## config.mk

```make
export PLATFORM = sky130hd
export DESIGN_NAME = sevseg_scan_ctrl
export DESIGN_NICKNAME = d
export VERILOG_FILES = /design/src/rtl/sevseg_scan_ctrl.sv
export SDC_FILE = /design/constraint.sdc
export NUM_CORES = 1
export LEC_CHECK = 0
export BUFFER_PORTS_ARGS = -buffer_cell sky130_fd_sc_hd__buf_4
export CAP_MARGIN = 20
export CORE_UTILIZATION = 30
export CTS_BUF_LIST = sky130_fd_sc_hd__clkbuf_4 sky130_fd_sc_hd__clkbuf_8
export CTS_CLUSTER_SIZE = 20
export DETAILED_ROUTE_END_ITERATION = 10
export PLACE_DENSITY_LB_ADDON = 0.15
export SYNTH_ARGS = -nofsm -noshare
export SYNTH_HDL_FRONTEND = slang
export SYNTH_SLANG_ARGS = --single-unit
```

## constraint.sdc

```tcl
create_clock -name clk -period 6.7 [get_ports clk]
set_input_delay 1.34 -clock clk [delete_from_list [all_inputs] [get_ports clk]]
set_output_delay 1.34 -clock clk [all_outputs]
set_load 0.01 [all_outputs]
```

## src/rtl/sevseg_scan_ctrl.sv

```systemverilog
// Time-multiplexed seven-segment scan controller with an inter-digit blanking gap,
// leading-zero blanking and frame-synchronous display updates via a valid/ready port.
module sevseg_scan_ctrl #(
   parameter int N_DIGITS     = 4,
   parameter int DIGIT_CYCLES = 50000,
   parameter int BLANK_CYCLES = 500,
   parameter bit ACTIVE_LOW   = 1'b1
) (
   input  logic                  clk,
   input  logic                  rst_n,
   input  logic                  upd_valid,
   output logic                  upd_ready,
   input  logic [4*N_DIGITS-1:0] upd_bcd,
   input  logic                  lzb_en,
   output logic [6:0]            seg_o,
   output logic [N_DIGITS-1:0]   an_o,
   output logic                  frame_done
);

   localparam int CNT_W = (DIGIT_CYCLES > 2) ? $clog2(DIGIT_CYCLES) : 1;
   localparam int IDX_W = (N_DIGITS > 1) ? $clog2(N_DIGITS) : 1;
   localparam logic [CNT_W-1:0] BLANK_LAST = CNT_W'(BLANK_CYCLES - 1);
   localparam logic [CNT_W-1:0] ON_LAST    = CNT_W'(DIGIT_CYCLES - BLANK_CYCLES - 1);
   localparam logic [IDX_W-1:0] IDX_LAST   = IDX_W'(N_DIGITS - 1);
   localparam logic [6:0]          SEG_OFF = {7{ACTIVE_LOW}};
   localparam logic [N_DIGITS-1:0] AN_OFF  = {N_DIGITS{ACTIVE_LOW}};

   typedef enum logic {
      BLANK = 1'b0,
      ON    = 1'b1
   } state_t;

   state_t                state, state_nx;
   logic [CNT_W-1:0]      cnt, cnt_nx;
   logic [IDX_W-1:0]      idx, idx_nx;
   logic [4*N_DIGITS-1:0] disp, pend;
   logic                  pend_vld;
   logic                  xfer;
   logic [6:0]            seg_nx, seg_pat, seg_val;
   logic [N_DIGITS-1:0]   an_nx, an_act, onehot;
   logic                  frame_done_nx;
   logic [3:0]            digit [N_DIGITS];
   logic [N_DIGITS-1:0]   lz_blank;

   // Patterns are stored active-low (common anode) and inverted for active-high panels.
   function automatic logic [6:0] encode_al(input logic [3:0] d);
      case (d)
         4'd0:    encode_al = 7'b1000000;
         4'd1:    encode_al = 7'b1111001;
         4'd2:    encode_al = 7'b0100100;
         4'd3:    encode_al = 7'b0110000;
         4'd4:    encode_al = 7'b0011001;
         4'd5:    encode_al = 7'b0010010;
         4'd6:    encode_al = 7'b0000010;
         4'd7:    encode_al = 7'b1111000;
         4'd8:    encode_al = 7'b0000000;
         4'd9:    encode_al = 7'b0010000;
         default: encode_al = 7'b1111111;
      endcase
   endfunction

   always_comb begin
      for (int i = 0; i < N_DIGITS; i++) begin
         digit[i] = disp[4*i +: 4];
      end
   end

   // A digit is a leading zero when it and every digit above it are zero; digit 0 always shows.
   always_comb begin : lz_scan
      logic zero_above;
      lz_blank   = '0;
      zero_above = 1'b1;
      for (int i = N_DIGITS - 1; i > 0; i--) begin
         zero_above  = zero_above & (digit[i] == 4'd0);
         lz_blank[i] = zero_above;
      end
   end

   always_comb begin
      seg_pat = encode_al(digit[idx]);
      if (lzb_en && lz_blank[idx]) begin
         seg_pat = 7'b1111111;
      end
      seg_val = ACTIVE_LOW ? seg_pat : ~seg_pat;
      onehot  = N_DIGITS'(1) << idx;
      an_act  = ACTIVE_LOW ? ~onehot : onehot;
   end

   always_ff @(posedge clk or negedge rst_n) begin
      if (!rst_n) begin
         state <= BLANK;
         cnt   <= '0;
         idx   <= '0;
      end else begin
         state <= state_nx;
         cnt   <= cnt_nx;
         idx   <= idx_nx;
      end
   end

   // Outputs are computed for the state being entered, so an_o is active exactly in ON
   // and seg_o only reloads while the anodes are already off.
   always_comb begin
      state_nx      = state;
      cnt_nx        = cnt + CNT_W'(1);
      idx_nx        = idx;
      seg_nx        = seg_o;
      an_nx         = AN_OFF;
      frame_done_nx = 1'b0;
      xfer          = 1'b0;
      case (state)
         BLANK: begin
            if (cnt == '0) begin
               seg_nx = seg_val;
            end
            if (cnt == BLANK_LAST) begin
               state_nx = ON;
               cnt_nx   = '0;
               an_nx    = an_act;
            end
         end
         ON: begin
            an_nx = an_act;
            if (cnt == ON_LAST) begin
               state_nx = BLANK;
               cnt_nx   = '0;
               an_nx    = AN_OFF;
               if (idx == IDX_LAST) begin
                  idx_nx        = '0;
                  frame_done_nx = 1'b1;
                  xfer          = pend_vld;
               end else begin
                  idx_nx = idx + IDX_W'(1);
               end
            end
         end
         default: begin
            state_nx = BLANK;
            cnt_nx   = '0;
         end
      endcase
   end

   always_ff @(posedge clk or negedge rst_n) begin
      if (!rst_n) begin
         seg_o      <= SEG_OFF;
         an_o       <= AN_OFF;
         frame_done <= 1'b0;
      end else begin
         seg_o      <= seg_nx;
         an_o       <= an_nx;
         frame_done <= frame_done_nx;
      end
   end

   // Accept needs pend_vld low and transfer needs it high, so the two never coincide.
   always_ff @(posedge clk or negedge rst_n) begin
      if (!rst_n) begin
         disp     <= '0;
         pend     <= '0;
         pend_vld <= 1'b0;
      end else if (xfer) begin
         disp     <= pend;
         pend_vld <= 1'b0;
      end else if (upd_valid && !pend_vld) begin
         pend     <= upd_bcd;
         pend_vld <= 1'b1;
      end
   end

   assign upd_ready = ~pend_vld;

endmodule

```

# Word-level counts from Yosys, hierarchy flattened

Memory sizes are Yosys's and may differ from the RTL's.
Cells that the tools add are included.

Add/sub/neg operators: 2
Order comparisons: 2
Equality and inequality tests: 3
Shifts and indexed selects: 1
Multiplexer cells: 24
Bitwise operators: 7
Reduce and logical (&&, ||, !) cells: 11

Operators with widths:

| kind                                                                 | count |
|---|---|
| 16-bit two-way mux                                                   | 2 |
| 16-bit one-hot mux with 2 select lines                               | 1 |
| 16-bit by 1-bit adder with 16-bit output, second input constant      | 1 |
| 16-bit == test, second input constant                                | 1 |
| 16-bit by 9-bit == test with 1-bit output, second input constant     | 1 |
| 16-bit logical NOT                                                   | 1 |
| 4-bit two-way mux                                                    | 4 |
| 4-bit logical NOT                                                    | 3 |
| 1-bit two-way mux                                                    | 11 |
| 4-bit binary-select mux with 2-bit select                            | 1 |
| 4-bit one-hot mux with 2 select lines                                | 1 |
| 7-bit two-way mux                                                    | 1 |
| 2-bit AND reduction                                                  | 3 |
| 4-bit inverter                                                       | 1 |
| 1-bit by 2-bit << shifter with 4-bit output, first input constant    | 1 |
| 3-bit greater-or-equal comparator, second input constant             | 1 |
| 2-bit by 3-bit < comparator with 1-bit output, second input constant | 1 |
| 1-bit inverter                                                       | 3 |
| 2-bit inverter with 3-bit output                                     | 1 |
| 2-bit by 1-bit adder with 2-bit output, second input constant        | 1 |
| 1-bit bitwise AND                                                    | 2 |
| 1-bit binary-select mux with 2-bit select                            | 1 |
| 2-bit == test, second input constant                                 | 1 |
| 1-bit logical AND                                                    | 2 |
| other kinds (4)                                                      | 4 |

Register bits: 64
ROM bits: 112
Input bits: 20
Output and inout bits: 13
Memories: 1

Memories:

| memory          | words | bits a word | rd ports | clocked after Yosys merged registers in | wr ports | RTL line | text |
|---|---|---|---|---|---|---|---|
| (no name shown) | 16    | 7           | 1        | 0                                       | 0        | 47       | `case (d)` |

# Longest topological paths before layout

Gate-level depths: netlist (run 1).

Depth in word-level cells: 7
Depth in mapped cells: 8
Mapped depth without buffers: 7

# Worst setup path before layout (run 1)

No wires, ideal clock.

Kind: input to register
Start point: input port upd_valid
End point: register pend[10]
Library setup time: 0.125 ns
Arrival time: 2.419 ns
Required time: 6.575 ns
Setup slack: 4.156 ns
Cell stages on the path: 4
Path buffers: 2
Cells stage by stage: nor2b_1 clkbuf_1 clkbuf_1 mux2_2

Longest elaborated chain between the ends: 2

RTL lines:

| item                          | RTL line | text |
|---|---|---|
| from (decl)                   | 11       | `input logic upd_valid,` |
| 1-bit logical AND             | 165      | `end else if (upd_valid && !pend_vld) begin` |
| 2-bit AND reduction (no line) | -        |  |
| to (signal assigned)          | 166      | `pend <= upd_bcd;` |
| to (decl)                     | 36       | `logic [4*N_DIGITS-1:0] disp, pend;` |

Every way passes these cells.
A chain may end at the register's enable or synchronous reset.

# Worst setup path in the final report (run 1)

Start point: register cnt[0]
End point: register disp[12]

Longest elaborated chain between the ends: 3

RTL lines:

| item                   | RTL line | text |
|---|---|---|
| from (decl)            | 34       | `logic [CNT_W-1:0] cnt, cnt_nx;` |
| from (signal assigned) | 96       | `cnt <= cnt_nx;` |
| 16-bit == test         | 124      | `if (cnt == ON_LAST) begin` |
| 1-bit two-way mux      | 124      |  |
| 1-bit two-way mux      | 111      | `case (state)` |
| to (signal assigned)   | 163      | `disp <= pend;` |
| to (decl)              | 36       |  |

Every way passes these cells.

==> reports/metrics.csv, run 1 <==
stage,metric,value,unit
route,DRC,0,
floorplanning,FP Rows,36,
layout,Filler cells,984,
clock_network,Clock Tree Buf Depth,2,
clock_network,H-Tree Depth,3,
synth,Mapped Cells,245,
layout,fin util,0.371,
power,Cell Pwr Density,235,nW/µm²
global_routing,largest net degree at the start of global routing,65,
global_routing,total track usage,0.121,
setup_path,CP peak stage delay,710,ps
synth,Ys Warns,0,
clock_network,Post-CTS Setup Inserts,0,
setup_path,crit-path most repeated cell,and3_1,
clock_network,# resized after CTS,0,
placement,port bufs,32,
setup_path,worst path arrival time,2780,ps
floorplanning,Die H,102,µm
clock_network,Sinks on Clock Net,64,
synth,Synth area leader,dfrtp_1,
layout,layout cells sized above 1,0.345,
clock_network,total CTS buffers,9,
route,DR iter-0 viols,48,
timing,Pins Over Slew Limit,0,
timing,final hold violations,0,
synth,post-synthesis cell area,2980,µm²
floorplanning,Die ar.,10300,µm²
global_routing,GRT Residual Overflow,0,
placement,DPL Wire Length,3850,µm
timing,Setup Skew,7.39,ps
timing,Max Freq,0.392,GHz
layout,"commonest non-fill, non-tap cells in the layout","53 x dfrtp_1, 33 x buf_4, 32 x mux2_2, 29 x nor2_1, 16 x nand2_1",
timing,final setup fails,0,
setup_path,CP Launch Type,register,
setup_path,Required @ worst endpoint,6930,ps
power,Worst VDD drop,0.101,mV
timing,crit share post-route,0.381,
clock_network,hold_buf cts,0,
floorplanning,number of I/O pins,33,
route,number of vias per cell,4.54,
run,Max-Cap Viols,0,
global_routing,initial antenna violation count,0,
setup_path,CP max-delay cell,and3_1,
timing,setup_tns,0,ps
clock_network,Root Driver,clkbuf_8,
synth,post-synth net total,276,
setup_path,crit path capture type,register,
floorplanning,starting density of the core,0.308,
route,WL/cell,13.2,µm
timing,Slew @ Worst Pin,892,ps
setup_path,CP top delay family,simple AND/OR/NAND/NOR gates,
floorplanning,die width,102,µm
setup_path,crit path max fanout,17,
synth,ranking of synthesized cells by area,"dfrtp_1 44%, mux2_2 12%, dfstp_2 9.7%",
synth,"EDFF count, synth",0,
power,Pleak,1.60,nW
layout,"commonest non-fill, non-tap cell in the layout",dfrtp_1,
setup_path,R2R Setup Slk,4150,ps
clock_network,CTS tree,done,
setup_path,critical path type,reg -> reg,
synth,Synth Register Bits,64,
layout,"Area growth, synth to finish",20.6,%
layout,Nets,313,
synth,Cell variety after synth,37,
synth,Synth top area share,0.445,
synth,dominant synthesized flop cell,dfrtp_1,
timing,slew margin rel.,0.405,
clock_network,Skew-Pair Late Insertion Delay,340,ps
worst_hold_path,HP Class,reg -> reg,
route,vias,1905,
layout,Antenna diodes,0,
synth,ys async rst share,1.00,
placement,Placed Area,3350,µm²
layout,Register Area,1620,µm²
setup_path,CP cell instances,"ha_1, and3_1, nand4_1, nor2_1, and3_1, mux2_2",
timing,fin crit period,2550,ps
clock_network,clk slew on worst S/H paths,70,ps
global_routing,number of global-route vias before repair,1923,
layout,multi-input logic area,1290,µm²
floorplanning,total core area,9680,µm²
placement,GPL Wtd Cong,0.729,
global_routing,first-pass GRT wire length,9490,µm
outcome,status,finished clean,
synth,"Avg Cell Area, Syn",12.2,µm²
route,DRT antenna net count,0,
route,first-pass iteration count of the detailed router,4,
synth,register area share after synthesis,0.542,
route,Routed WL,5530,µm
layout,post-route cell area,3600,µm²
timing,RSZ-0062 raised after global routing,no,
setup_path,Worst Path Buf+Inv,0,
[state kept, by name, indices dropped and copies added, names as in the netlist]
| name | count |
|---|---|
| pend_vld | 1 |
| state | 1 |
| seg_o | 7 |
| idx | 2 |
| cnt | 16 |
| an_o | 4 |
| pend | 16 |
| frame_done | 1 |
| disp | 16 |
[report_power, final]
group / switching (mW) / internal, mW / leakage, nW / total [mW]
combinational: 0.0111 / 0.0150 / 0.668 / 0.0261
sequential: 0.00579 / 0.398 / 0.810 / 0.403
clock: 0.163 / 0.252 / 0.125 / 0.415
[final cells by class]
cell class,instances,area share
tap,133,0.0463
multi-input combinational,166,0.358
clock buffer,9,0.0344
clock inverter,7,0.0348
sequential,64,0.449
inverter,8,0.00835
timing repair buffer,33,0.0689
[final timing paths]
check / startpoint / to / cells after the start
min reg2reg: cnt[13] / cnt[13] / 1
max in group asynchronous: rst_n / pend[8] / 1
max reg2reg: cnt[0] / disp[12] / 6
min: cnt[13] / cnt[13] / 1
max: cnt[0] / disp[12] / 6
min in group asynchronous: rst_n / cnt[3] / 1
[stage by stage]
step	setup slack (ps)	instances	power, mW	hold WS [ps]
finish	4150	420	0.844	492
global route	3930	420	0.877	518
CTS	4110	420	0.859	498
detailed placement	4120	404	0.438	487
global placement	4190	404	0.438	478
floorplan	4160	245	0.418	460
[worst register-to-register path: stages (launching register included)]
cell and delay (ps):
dfrtp_1 410, ha_1 260, and3_1 170, nand4_1 170, nor2_1 290, and3_1 710
mux2_2 410
[synthesized netlist by cell type, types with 4 or more instances]
library cell / instances
a21oi_1: 6
a31oi_1: 4
and3_1: 5
dfrtp_1: 53
dfstp_2: 11
ha_1: 11
inv_1: 8
mux2_2: 32
nand2_1: 16
nand3_1: 11
nor2_1: 29
nor4_1: 4
o21ai_0: 6
xnor2_1: 8
xor2_1: 6
[logic make-up after synthesis]
| family | count (synthesis) | share of synthesized area |
|---|---|---|
| AND/OR/NAND/NOR | 82 | 0.140 |
| flip-flops | 64 | 0.542 |
| multiplexers | 40 | 0.170 |
| AO/OA/AOI/OAI | 19 | 0.0352 |
| buffers and inverters | 15 | 0.0260 |
| XOR/XNOR | 14 | 0.0411 |
| adder cells (fa/ha/maj) | 11 | 0.0462 |
[layer usage]
metal	part of all wire	track usage	vias up
met4	0.014	0.0468	0
li1	-	-	926
met1	0.50	0.163	929
met3	0.042	0.0359	7
met5	0	0	-
met2	0.45	0.182	43
Power figures use the tool's default switching activity.
==> run 2, diff against run 1 <==
==> constraint.sdc (replaced) <==
create_clock -name clk -period 2.6 [get_ports clk]
set_input_delay 0.52 -clock clk [delete_from_list [all_inputs] [get_ports clk]]
set_output_delay 0.52 -clock clk [all_outputs]
set_load 0.01 [all_outputs]
==> reports/metrics.csv, run 2 (synthesis results as in run 1) <==
stage,metric,value,unit,change
outcome,status,finished clean,,
timing,fin crit period,2320,ps,-232 ps
power,Tot Pwr,2.24,mW,+170%
setup_path,crit path capture type,register,,
route,number of vias per cell,4.54,,about the same
timing,Slew @ Worst Pin,806,ps,-86.2 ps
timing,RSZ-0062 raised after global routing,no,,
setup_path,CP Launch Type,register,,
clock_network,total CTS buffers,9,,unchanged
global_routing,first-pass GRT wire length,9450,µm,-0.43%
setup_path,crit path max fanout,10,,-7
clock_network,Skew-Pair Late Insertion Delay,340,ps,about the same
floorplanning,Die H,102,µm,unchanged
route,Routed WL,5520,µm,-0.29%
placement,pre-CTS WS,278,ps,-3840 ps
setup_path,Required @ worst endpoint,2870,ps,-4060 ps
layout,layout cells sized above 1,0.352,,+0.00678
layout,largest registers,"cnt: 16 flops, disp: 16 flops, pend: 16 flops",,
setup_path,R2R Setup Slk,280,ps,-3870 ps
placement,DPL Wire Length,3910,µm,+1.6%
layout,post-route cell area,3650,µm²,+1.5%
placement,GPL Wtd Cong,0.755,,+3.6%
placement,Placed Cells,407,,+0.74%
layout,fin cells,423,,+0.71%
floorplanning,FP Rows,36,,unchanged
setup_path,critical path type,reg -> reg,,
clock_network,H-Tree Depth,3,,unchanged
floorplanning,die width,102,µm,unchanged
run,Max-Cap Viols,0,,unchanged
global_routing,number of global-route vias before repair,1912,,-0.57%
floorplanning,number of I/O pins,33,,unchanged
clock_network,clk slew on worst S/H paths,70,ps,about the same
layout,"Area growth, synth to finish",22.5,%,
placement,Placed Area,3380,µm²,+1.0%
clock_network,Clock Tree Buf Depth,2,,unchanged
global_routing,total track usage,0.122,,+0.00133
setup_path,path depth of the worst reg2reg path,7,,+1
timing,final setup fails,0,,unchanged
layout,"commonest non-fill, non-tap cells in the layout","53 x dfrtp_1, 35 x buf_4, 32 x mux2_2, 29 x nor2_1, 16 x nand2_1",,
setup_path,worst path arrival time,2590,ps,-190 ps
timing,final hold violations,0,,unchanged
clock_network,Sinks on Clock Net,64,,unchanged
layout,Nets,316,,+0.96%
clock_network,Post-CTS Setup Inserts,0,,unchanged
clock_network,# resized after CTS,0,,unchanged
placement,port bufs,32,,unchanged
timing,Min Hold Slack,263,ps,-229 ps
floorplanning,starting density of the core,0.308,,unchanged
layout,Antenna diodes,0,,unchanged
timing,setup_tns,0,ps,unchanged
layout,Filler cells,992,,+0.81%
clock_network,Root Driver,clkbuf_8,,
route,vias,1920,,+0.79%
setup_path,FF-to-FF End,seg_o[6],,
timing,Pins Over Slew Limit,0,,unchanged
route,DR iter-0 viols,47,,-2.1%
layout,fin util,0.377,,+0.00556
timing,Max Freq,0.431,GHz,+10%
power,Worst VDD drop,0.268,mV,+160%
floorplanning,Die ar.,10300,µm²,unchanged
worst_hold_path,HP Class,in -> async,,
timing,final setup margin,281,ps,-3870 ps
power,Cell Pwr Density,615,nW/µm²,+160%
setup_path,Reg2Reg Launch Point,idx[0],,
timing,crit share post-route,0.892,,+0.511
clock_network,hold_buf cts,0,,unchanged
layout,"commonest non-fill, non-tap cell in the layout",dfrtp_1,,
floorplanning,total core area,9680,µm²,unchanged
route,WL/cell,13.0,µm,-1.0%
timing,Setup Skew,7.34,ps,-0.0476 ps
global_routing,GRT Residual Overflow,0,,unchanged
global_routing,largest net degree at the start of global routing,65,,unchanged
global_routing,initial antenna violation count,0,,unchanged
timing,slew margin rel.,0.463,,+0.0575
clock_network,CTS tree,done,,
route,DRC,0,,unchanged
route,first-pass iteration count of the detailed router,4,,unchanged
power,Pleak,1.62,nW,+1.2%
route,DRT antenna net count,0,,unchanged
==> run 2: worst max path at each step <==
| stage | start | end | slack (ps) | depth (start not counted) |
|---|---|---|---|---|
| 6_report | idx[0] | seg_o[6] | 280 | 7 |
| 3_3_place_gp | idx[0] | seg_o[6] | 310 | 7 |
| 2_1_floorplan | idx[0] | seg_o[6] | 440 | 8 |
| 4_1_cts | idx[0] | seg_o[6] | 260 | 7 |
| 3_5_place_dp | idx[0] | seg_o[6] | 280 | 7 |
| 5_1_grt | idx[0] | seg_o[6] | 120 | 7 |
==> run 2: worst max-delay path, stage by stage, from the launching register on <==
cell	delay, ps
dfrtp_1	560
mux4_1	680
ha_1	230
inv_1	50
a21oi_1	60
o21ai_0	70
or3b_1	350
mux2_4	260
==> run 2: power breakdown <==
part           internal, mW  switching (mW)
Sequential             1.02          0.0150
Clock                 0.735           0.402
Combinational        0.0387          0.0282
Total                  1.80           0.446
==> run 2: area by class of cell <==
type | instances | area (µm²) | area share
Clock inverter | 7 | 144 | 0.0394
Tap cell | 133 | 166 | 0.0456
Multi-Input combinational cell | 166 | 1290 | 0.353
Timing Repair Buffer | 36 | 283 | 0.0775
Clock buffer | 9 | 124 | 0.0339
Sequential cell | 64 | 1620 | 0.442
Inverter | 8 | 30.0 | 0.00822
==> run 2: layer usage <==
metal  global-route usage  vias to the layer above  share of wire
met1                0.165                      951           0.51
met5                    0                        -              0
li1                     -                      932              -
met2                0.178                       28           0.44
met4               0.0669                        0          0.018
met3               0.0324                        9          0.034
